$ cat config.mk
export PLATFORM = sky130hd
export DESIGN_NAME = mseq_seed_dispatcher
export DESIGN_NICKNAME = d
export VERILOG_FILES = /design/src/rtl/mseq_pkg.sv /design/src/rtl/mseq_out_slot.sv /design/src/rtl/mseq_seed_dispatcher.sv
export SDC_FILE = /design/constraint.sdc
export NUM_CORES = 1
export LEC_CHECK = 0
export BUFFER_PORTS_ARGS = -buffer_cell sky130_fd_sc_hd__buf_4
export CAP_MARGIN = 25
export CORE_ASPECT_RATIO = 1.25
export CORE_MARGIN = 2
export CORE_UTILIZATION = 47
export DETAILED_ROUTE_END_ITERATION = 10
export PLACE_DENSITY = 0.78
export SLEW_MARGIN = 20
export SYNTH_ARGS = -nofsm -noshare
export SYNTH_HDL_FRONTEND = slang
export SYNTH_SLANG_ARGS = --single-unit
$ cat constraint.sdc
create_clock -name clk -period 15.2 [get_ports clk]
set_input_delay 1.52 -clock clk [delete_from_list [all_inputs] [get_ports clk]]
set_output_delay 1.52 -clock clk [all_outputs]
set_load 0.01 [all_outputs]
$ cat src/rtl/mseq_pkg.sv
// Shared types and helpers for the M-sequence seed dispatcher.
// Holds the FSM encoding, the seed-width calculation and the bit-slice helper.
package mseq_pkg;

  typedef enum logic [1:0] {
    ST_IDLE    = 2'd0,
    ST_COLLECT = 2'd1,
    ST_WAIT    = 2'd2
  } state_e;

  // Widest chaotic value the slice helper accepts
  localparam int unsigned MAX_DATA_W = 128;

  function automatic int unsigned din_width(input int unsigned n_samp,
                                            input int unsigned slice_msb,
                                            input int unsigned slice_lsb);
    return 3 * n_samp * (slice_msb - slice_lsb + 1);
  endfunction

  // Raw bits v[msb:lsb], right-aligned; no sign handling
  function automatic logic [MAX_DATA_W-1:0] slice_bits(input logic [MAX_DATA_W-1:0] v,
                                                       input int unsigned msb,
                                                       input int unsigned lsb);
    logic [MAX_DATA_W-1:0] mask;
    mask = '1;
    mask = mask >> (MAX_DATA_W - (msb - lsb + 1));
    return (v >> lsb) & mask;
  endfunction

endpackage

$ cat src/rtl/mseq_out_slot.sv
// One-entry valid/ready seed holding register with a one-hot channel tag.
// Pulses round_done when the seed for the last channel is handed over.
module mseq_out_slot #(
  parameter int unsigned N_CH  = 4,
  parameter int unsigned DIN_W = 294
) (
  input  logic             clk,
  input  logic             rst,
  input  logic             i_load,
  input  logic [DIN_W-1:0] i_din,
  input  logic [N_CH-1:0]  i_tag,
  input  logic [N_CH-1:0]  i_ready,
  output logic [DIN_W-1:0] o_din,
  output logic [N_CH-1:0]  o_valid,
  output logic             o_round_done,
  output logic             o_hold_c
);

  logic [DIN_W-1:0] r_din;
  logic [N_CH-1:0]  r_valid;
  logic             r_round_done;
  logic             w_drain;

  assign w_drain  = |(r_valid & i_ready);
  // Slot stays occupied through the next edge: a new seed here is an overrun
  assign o_hold_c = (|r_valid) & ~w_drain;

  always_ff @(posedge clk or posedge rst) begin
    if (rst) begin
      r_din        <= '0;
      r_valid      <= '0;
      r_round_done <= 1'b0;
    end else begin
      r_round_done <= w_drain & r_valid[N_CH-1];
      if (i_load) begin
        r_valid <= i_tag;
        r_din   <= i_din;
      end else if (w_drain) begin
        r_valid <= '0;
      end
    end
  end

  assign o_din        = r_din;
  assign o_valid      = r_valid;
  assign o_round_done = r_round_done;

endmodule

$ cat src/rtl/mseq_seed_dispatcher.sv
// Collects chaotic (x,y,z) samples, packs them into seeds and hands one seed
// to each M-sequence generator per chaotic iteration period.
module mseq_seed_dispatcher
  import mseq_pkg::*;
#(
  parameter int unsigned N_CH        = 4,
  parameter int unsigned N_SAMP      = 2,
  parameter int unsigned DATA_WIDTH  = 64,
  parameter int unsigned SLICE_MSB   = 51,
  parameter int unsigned SLICE_LSB   = 3,
  parameter int unsigned IDX_W       = 8,
  parameter int unsigned ITER_PERIOD = 242,
  localparam int unsigned DIN_W      = din_width(N_SAMP, SLICE_MSB, SLICE_LSB)
) (
  input  logic                         clk,
  input  logic                         rst,
  input  logic                         enable,
  input  logic                         n1_valid,
  input  logic signed [DATA_WIDTH-1:0] xn1,
  input  logic signed [DATA_WIDTH-1:0] yn1,
  input  logic signed [DATA_WIDTH-1:0] zn1,
  input  logic [IDX_W-1:0]             xyz_out_num,
  output logic [DIN_W-1:0]             mseq_din,
  output logic [N_CH-1:0]              mseq_din_valid,
  input  logic [N_CH-1:0]              mseq_din_ready,
  output logic                         round_done,
  output logic                         overrun,
  output logic                         sync_err,
  output logic                         busy
);

  localparam int unsigned SLICE_W = SLICE_MSB - SLICE_LSB + 1;
  localparam int unsigned TRIP_W  = 3 * SLICE_W;
  localparam int unsigned CH_W    = (N_CH > 1) ? $clog2(N_CH) : 1;
  localparam int unsigned SAMP_W  = (N_SAMP > 1) ? $clog2(N_SAMP) : 1;

  state_e            r_state, w_state_nxt;
  logic [CH_W-1:0]   r_ch_idx, w_ch_idx_nxt;
  logic [SAMP_W-1:0] r_samp_cnt, w_samp_cnt_nxt;
  logic [IDX_W-1:0]  r_exp_idx, w_exp_idx_nxt;
  logic [DIN_W-1:0]  r_shift, w_shift_nxt;
  logic              r_overrun, w_overrun_nxt;
  logic              r_sync_err, w_sync_err_nxt;
  logic              r_busy, w_busy_nxt;
  logic              w_accept, w_load, w_hold;
  logic [SLICE_W-1:0] w_slice_x, w_slice_y, w_slice_z;
  logic [TRIP_W-1:0] w_triple;
  logic [DIN_W-1:0]  w_packed;
  logic [N_CH-1:0]   w_tag;

  assign w_slice_x = SLICE_W'(slice_bits(MAX_DATA_W'(xn1), SLICE_MSB, SLICE_LSB));
  assign w_slice_y = SLICE_W'(slice_bits(MAX_DATA_W'(yn1), SLICE_MSB, SLICE_LSB));
  assign w_slice_z = SLICE_W'(slice_bits(MAX_DATA_W'(zn1), SLICE_MSB, SLICE_LSB));
  assign w_triple  = {w_slice_x, w_slice_y, w_slice_z};
  // Older triples move toward the MSBs; stale bits fall off the top
  assign w_packed  = (r_shift << TRIP_W) | DIN_W'(w_triple);
  assign w_tag     = N_CH'(1) << r_ch_idx;

  always_ff @(posedge clk or posedge rst) begin
    if (rst) begin
      r_state    <= ST_IDLE;
      r_ch_idx   <= '0;
      r_samp_cnt <= '0;
      r_exp_idx  <= '0;
      r_shift    <= '0;
      r_overrun  <= 1'b0;
      r_sync_err <= 1'b0;
      r_busy     <= 1'b0;
    end else begin
      r_state    <= w_state_nxt;
      r_ch_idx   <= w_ch_idx_nxt;
      r_samp_cnt <= w_samp_cnt_nxt;
      r_exp_idx  <= w_exp_idx_nxt;
      r_shift    <= w_shift_nxt;
      r_overrun  <= w_overrun_nxt;
      r_sync_err <= w_sync_err_nxt;
      r_busy     <= w_busy_nxt;
    end
  end

  always_comb begin
    w_state_nxt    = r_state;
    w_ch_idx_nxt   = r_ch_idx;
    w_samp_cnt_nxt = r_samp_cnt;
    w_exp_idx_nxt  = r_exp_idx;
    w_shift_nxt    = r_shift;
    w_overrun_nxt  = 1'b0;
    w_sync_err_nxt = 1'b0;
    w_accept       = 1'b0;
    w_load         = 1'b0;

    if (!enable) begin
      w_state_nxt    = ST_IDLE;
      w_ch_idx_nxt   = '0;
      w_samp_cnt_nxt = '0;
      w_exp_idx_nxt  = '0;
      w_shift_nxt    = '0;
    end else if (n1_valid) begin
      unique case (r_state)
        ST_IDLE:    w_accept = (xyz_out_num == '0);
        ST_COLLECT: begin
          if (xyz_out_num == r_exp_idx) w_accept = 1'b1;
          else                          w_sync_err_nxt = 1'b1;
        end
        ST_WAIT: begin
          if (xyz_out_num == IDX_W'(ITER_PERIOD - 1)) begin
            w_state_nxt    = ST_COLLECT;
            w_exp_idx_nxt  = '0;
            w_samp_cnt_nxt = '0;
          end
        end
        default: w_state_nxt = ST_IDLE;
      endcase
    end

    if (w_accept) begin
      w_state_nxt   = ST_COLLECT;
      w_shift_nxt   = w_packed;
      w_exp_idx_nxt = r_exp_idx + IDX_W'(1);
      if (r_samp_cnt == SAMP_W'(N_SAMP - 1)) begin
        w_samp_cnt_nxt = '0;
        if (w_hold) begin
          w_overrun_nxt = 1'b1;
          w_ch_idx_nxt  = '0;
          w_state_nxt   = ST_WAIT;
        end else begin
          w_load = 1'b1;
          if (r_ch_idx == CH_W'(N_CH - 1)) begin
            w_ch_idx_nxt = '0;
            w_state_nxt  = ST_WAIT;
          end else begin
            w_ch_idx_nxt = r_ch_idx + CH_W'(1);
          end
        end
      end else begin
        w_samp_cnt_nxt = r_samp_cnt + SAMP_W'(1);
      end
    end

    w_busy_nxt = (w_state_nxt != ST_IDLE) | w_load | w_hold;
  end

  mseq_out_slot #(
    .N_CH  (N_CH),
    .DIN_W (DIN_W)
  ) u_out_slot (
    .clk          (clk),
    .rst          (rst),
    .i_load       (w_load),
    .i_din        (w_packed),
    .i_tag        (w_tag),
    .i_ready      (mseq_din_ready),
    .o_din        (mseq_din),
    .o_valid      (mseq_din_valid),
    .o_round_done (round_done),
    .o_hold_c     (w_hold)
  );

  assign overrun  = r_overrun;
  assign sync_err = r_sync_err;
  assign busy     = r_busy;

endmodule

## Word level (Yosys, flattened, before mapping)

Index checks and enable logic that the tools add are counted.

- Shift-type cells: 1
- $add $sub $neg: 3
- Bitwise operators: 7
- $lt $le $gt $ge: 0
- Multiplexer cells: 42
- Multipliers: 0
- Reductions and logical operators: 8
- Div/mod/pow operators: 0
- Equality and inequality tests: 9

Operators with widths:

| kind | count |
|---|---|
| 147-bit two-way mux | 2 |
| 294-bit by 147-bit OR with 294-bit output | 1 |
| 8-bit two-way mux | 5 |
| 2-bit two-way mux | 12 |
| 1-bit two-way mux | 19 |
| 3-bit by 1-bit inequality test with 1-bit output (second input constant) | 3 |
| 8-bit by 1-bit adder with 8-bit output (second input constant) | 1 |
| 8-bit equality test | 1 |
| 8-bit equality test (second input constant) | 1 |
| 8-bit zero test | 1 |
| 4-bit two-way mux | 2 |
| 4-bit OR reduction | 2 |
| 4-bit bitwise AND | 1 |
| 2-bit equality test (second input constant) | 2 |
| 2-bit case mux with 2 select lines | 1 |
| 2-bit nonzero test | 2 |
| 1-bit by 2-bit left shift with 4-bit output (first input constant) | 1 |
| 3-bit AND reduction | 1 |
| 2-bit by 1-bit adder with 2-bit output (second input constant) | 1 |
| 1-bit bitwise AND | 2 |
| 2-bit by 1-bit equality test with 1-bit output (second input constant) | 1 |
| 2-bit zero test | 1 |
| 2-bit by 1-bit inequality test with 1-bit output (second input constant) | 1 |
| 1-bit OR | 2 |
| other kinds (4) | 4 |

- ROM bits: 0
- Bits in writable memories: 0
- Flip-flop bits (word level): 462
- Output and inout port bits: 302
- Memories: 0
- Latch bits: 0

## Depth between registers and ports, before layout

- Word-level depth: 10
- Gate-level depth with buffers: 8

## Cells and area by module

A second synthesis with hierarchy kept.

- Cell total of the unflattened synthesis: 1,398
- Area total of the unflattened synthesis: 18,794.3 µm²

By module, submodules not included:

| module | instances | cells each | area each (µm²) | sequential area each (µm²) |
|---|---|---|---|---|
| mseq_out_slot | 1 | 645 | 11,298.3 | 7,482.2 |
| mseq_seed_dispatcher | 1 | 753 | 7,495.9 | 4,078.9 |

## Worst setup path after synthesis

OpenSTA, ideal clock, no wires.

- Kind: input to register
- Start point: in xyz_out_num[2]
- End point: reg u_out_slot.r_din[151], in the netlist u_out_slot.o_din[151]
- Library setup time: 125 ps
- Required time: 15,075 ps
- Arrival: 3,253 ps
- Setup slack: 11,823 ps
- Cell stages on the path: 8
- Path through: nor3_2 a31oi_1 or3b_4 nor4b_2 buf_2 buf_6 buf_6 mux2_2

- Longest elaborated chain between the ends: 6
- Elaborated cells between the ends (all ways): 7
- Those cells by class: eq/ne (1); mux (5); reduce/logical (1)

RTL lines:

| item | line | text |
|---|---|---|
| start, declared | mseq_seed_dispatcher.sv:22 | `input logic [IDX_W-1:0] xyz_out_num,` |
| 8-bit equality test | mseq_seed_dispatcher.sv:102 | `if (xyz_out_num == r_exp_idx) w_accept = 1'b1;` |
| 1-bit two-way mux | mseq_seed_dispatcher.sv:102 |  |
| 1-bit case mux with 2 select lines * | mseq_seed_dispatcher.sv:99 | `unique case (r_state)` |
| 1-bit two-way mux * | mseq_seed_dispatcher.sv:98 | `end else if (n1_valid) begin` |
| 1-bit two-way mux * | mseq_seed_dispatcher.sv:92 | `if (!enable) begin` |
| 1-bit two-way mux * | mseq_seed_dispatcher.sv:116 | `if (w_accept) begin` |
| end signal, assigned | mseq_out_slot.sv:37 | `r_din <= i_din;` |
| end, declared | mseq_out_slot.sv:19 | `logic [DIN_W-1:0] r_din;` |

Every way passes the cells marked *; elsewhere a longest branch is shown, timed or not.
A chain may end at the register's enable or synchronous reset.

## Final worst setup path

- Start point: in xyz_out_num[2]
- End point: reg r_shift[59]

- Longest elaborated chain between the ends: 6
- Elaborated cells between the ends (all ways): 8
- Those cells by class: eq/ne (2); mux (5); reduce/logical (1)

RTL lines:

| item | line | text |
|---|---|---|
| 8-bit equality test | mseq_seed_dispatcher.sv:102 |  |
| 1-bit two-way mux | mseq_seed_dispatcher.sv:102 |  |
| 1-bit case mux with 2 select lines * | mseq_seed_dispatcher.sv:99 |  |
| 1-bit two-way mux * | mseq_seed_dispatcher.sv:98 |  |
| 1-bit two-way mux * | mseq_seed_dispatcher.sv:92 |  |
| 2-bit by 1-bit inequality test with 1-bit output (no source line) or 147-bit two-way mux (tied branches) | n/a |  |
| end signal, assigned | mseq_seed_dispatcher.sv:74 | `r_shift <= w_shift_nxt;` |
| end, declared | mseq_seed_dispatcher.sv:41 | `logic [DIN_W-1:0] r_shift, w_shift_nxt;` |

Marked as above.

==> reports/results.tsv <==
metric	value	unit
outcome	completed	
layout.nets	2048	
syn2layout_area_growth	28.4	%
ctsHtreeMaxLevel	2	
route.detailed.drc	0	
synth.area.top_cells	dfrtp_1 (62%), mux2_2 (17%), mux2i_1 (8.2%)	
nFillCells	3011	
io_pins	510	
drv_cap	0	
synth_top_area_frac	0.620	
p_leak	12.3	nW
synth-simple-area-share	0.0758	
synth_largest_area_cell	dfrtp_1	
critPathBufInv	3	
synth-edff-count	0	
netlist_instances	1392	
dieWidth	182	microns
synth_seq_cells	462	
wirelength	43.8	mm
chipHeight	227	microns
vias_per_cell	5.20	
yosysSeqAreaShare	0.620	
root_buffer	clkbuf_16	
arrival	4.94	ns
crit_slowest_cell	buf_4	
final_cells	2366	
crit_required	15.64	ns
end_kind	register	
critical_path.top_delay_family	simple AND/OR/NAND/NOR gates	
synth_cell_type_count	42	
setup_tns	0	ns
rows	81	
path_class	input port to register	
syn_area	18700	sq um
rsz0062_at_grt	no	
tightest_slew	1.02	ns
cts_setup_buffers	0	
fin_area	23900	sq um
clk_pin_slew	0.06	ns
numCtsBuffers	46	
async_flop_share	1.00	
hold_viol	0	
grt_max_degree	158	
skew	0.0179	ns
synth_top_family_by_area	multiplexers	
start_util	0.477	
ctsHoldBuffers	0	
synth-compound-area-share	0.0113	
routedWlPerCell	18.5	microns
path_cells	buf_4 -> nor3_2 -> a31oi_1 -> or3b_4 -> nor2_4 -> buf_4 -> buf_4 -> mux2i_1	
hold_class	register to register	
placed_area	22400	sq um
setup_viol	0	
slew_violations	0	
slowest_delay	0.74	ns
crit_path_frequent_cell	buf_4	
ant_nets	0	
synth_adder_area_share	0.00335	
p_per_area	102	nW/um^2
firstDrtPassIters	4	
clockBufferDepth	3	
max_freq	222	MHz
vias	12303	
grt_use_total	0.209	
min_period	4.50	ns
synth.most_common_cell	dfrtp_1	
port_buffers	464	
coreArea	39100	sq um
yosys_warnings	0	
grt_pass1_vias	12666	
dp.cells	2285	
grt_pass1_wl	68.6	mm
cts_resized	0	
p_total	2.44	mW
drt_iter0_drc	505	
grt_antenna_before_repair	1	
crit_fanout	46	
worstSetupStartpointType	input port	
clkSinkCount	462	
postSynthAreaPerCell	13.4	sq um
multi_input_area	6610	sq um
synth_xor_area_frac	0.00376	
final_layout_size_suffix_gt1_frac	0.449	
cts_tree	built	
fin_crit_sh	0.296	
dieArea	41300	sq um
regArea	11600	sq um
worstSkewPairLatency	0.55	ns
synth_mux_area_frac	0.259	
ir_drop	0.0794	mV
synthFlopType	dfrtp_1	
synthTopCellsByCount	dfrtp_1 (462), nand2_1 (304), mux2_2 (282)	
place.gp.congestion	0.802	
relSlewSlack	0.320	
grt-ovfl-total	0	
synth_fp_nets	1605	
place_hpwl	30.0	mm
[path summary, 6_finish.rpt]
kind                                        from                     to  slack (ns)  depth (start not counted)
max                               xyz_out_num[2]            r_shift[59]       10.70                          8
min                        u_out_slot.o_din[150]  u_out_slot.o_din[150]        0.49                          1
max reg2reg                         r_exp_idx[4]            r_shift[59]       11.58                          7
min reg2reg                u_out_slot.o_din[150]  u_out_slot.o_din[150]        0.49                          1
max in group asynchronous                    rst            r_shift[49]       12.20                          4
min in group asynchronous                    rst   u_out_slot.o_din[73]        1.09                          2
[cell families after synthesis]
| group | count (synthesis) |
|---|---|
| DFF | 462 |
| muxes | 446 |
| and+or+nand+nor | 348 |
| buffers and inverters | 93 |
| AOI/OAI and AO/OA | 30 |
| xor gates and xnor gates | 8 |
| adders and majority gates | 5 |
[sequential cells by signal, indices dropped and copies added, names as in the netlist]
name / cells
r_ch_idx: 2
r_state: 2
busy: 1
u_out_slot.o_valid: 4
r_samp_cnt: 1
r_exp_idx: 8
u_out_slot.o_round_done: 1
r_shift: 147
u_out_slot.o_din: 294
overrun: 1
sync_err: 1
[power breakdown]
group	internal, mW	switching [mW]
registers	1.23	0.000707
logic	0.0367	0.0601
clock network	0.647	0.468
[stage by stage]
step                       util  hold slack, ns  setup WS (ns)
after floorplan               -           0.464          0.798
after global placement    0.574           0.472          10.26
after detailed placement  0.574           0.476          10.16
after CTS                 0.612           0.490          10.68
after global routing      0.612           0.501          10.57
final                     0.612           0.487          10.70
[per-layer routing]
metal	up-vias	global-route usage	share of wire
met3	112	0.0477	0.064
met5	-	0	0
met4	0	0.0986	0.045
met2	397	0.353	0.50
li1	5626	-	-
met1	6168	0.255	0.39
[cell type report]
| cell class | count | area share |
|---|---|---|
| sequential | 462 | 0.483 |
| tap | 498 | 0.0260 |
| multi-input combinational | 837 | 0.276 |
| clock inverter | 18 | 0.00779 |
| clock buffer | 62 | 0.0540 |
| timing repair buffer | 479 | 0.151 |
| inverter | 9 | 0.00193 |
| antenna | 1 | 0.000105 |
[cells in the final DEF (no fill, tap or decap), types with 3 or more instances in the layout]
cell,instances
and3_1,3
nor2b_1,3
xnor2_1,8
bufinv_16,3
mux2i_1,152
nand3_1,6
inv_1,8
o211ai_1,6
nand2_1,304
a31oi_1,3
clkinv_2,8
nor2_1,8
mux2_1,12
ha_1,5
dfrtp_1,462
a22o_1,4
o21ai_0,8
mux2_2,282
clkbuf_1,9
clkbuf_16,47
nand4_1,3
clkbuf_8,6
clkinvlp_4,4
buf_4,475
nor3_1,4
Power figures use the tool's default switching activity.
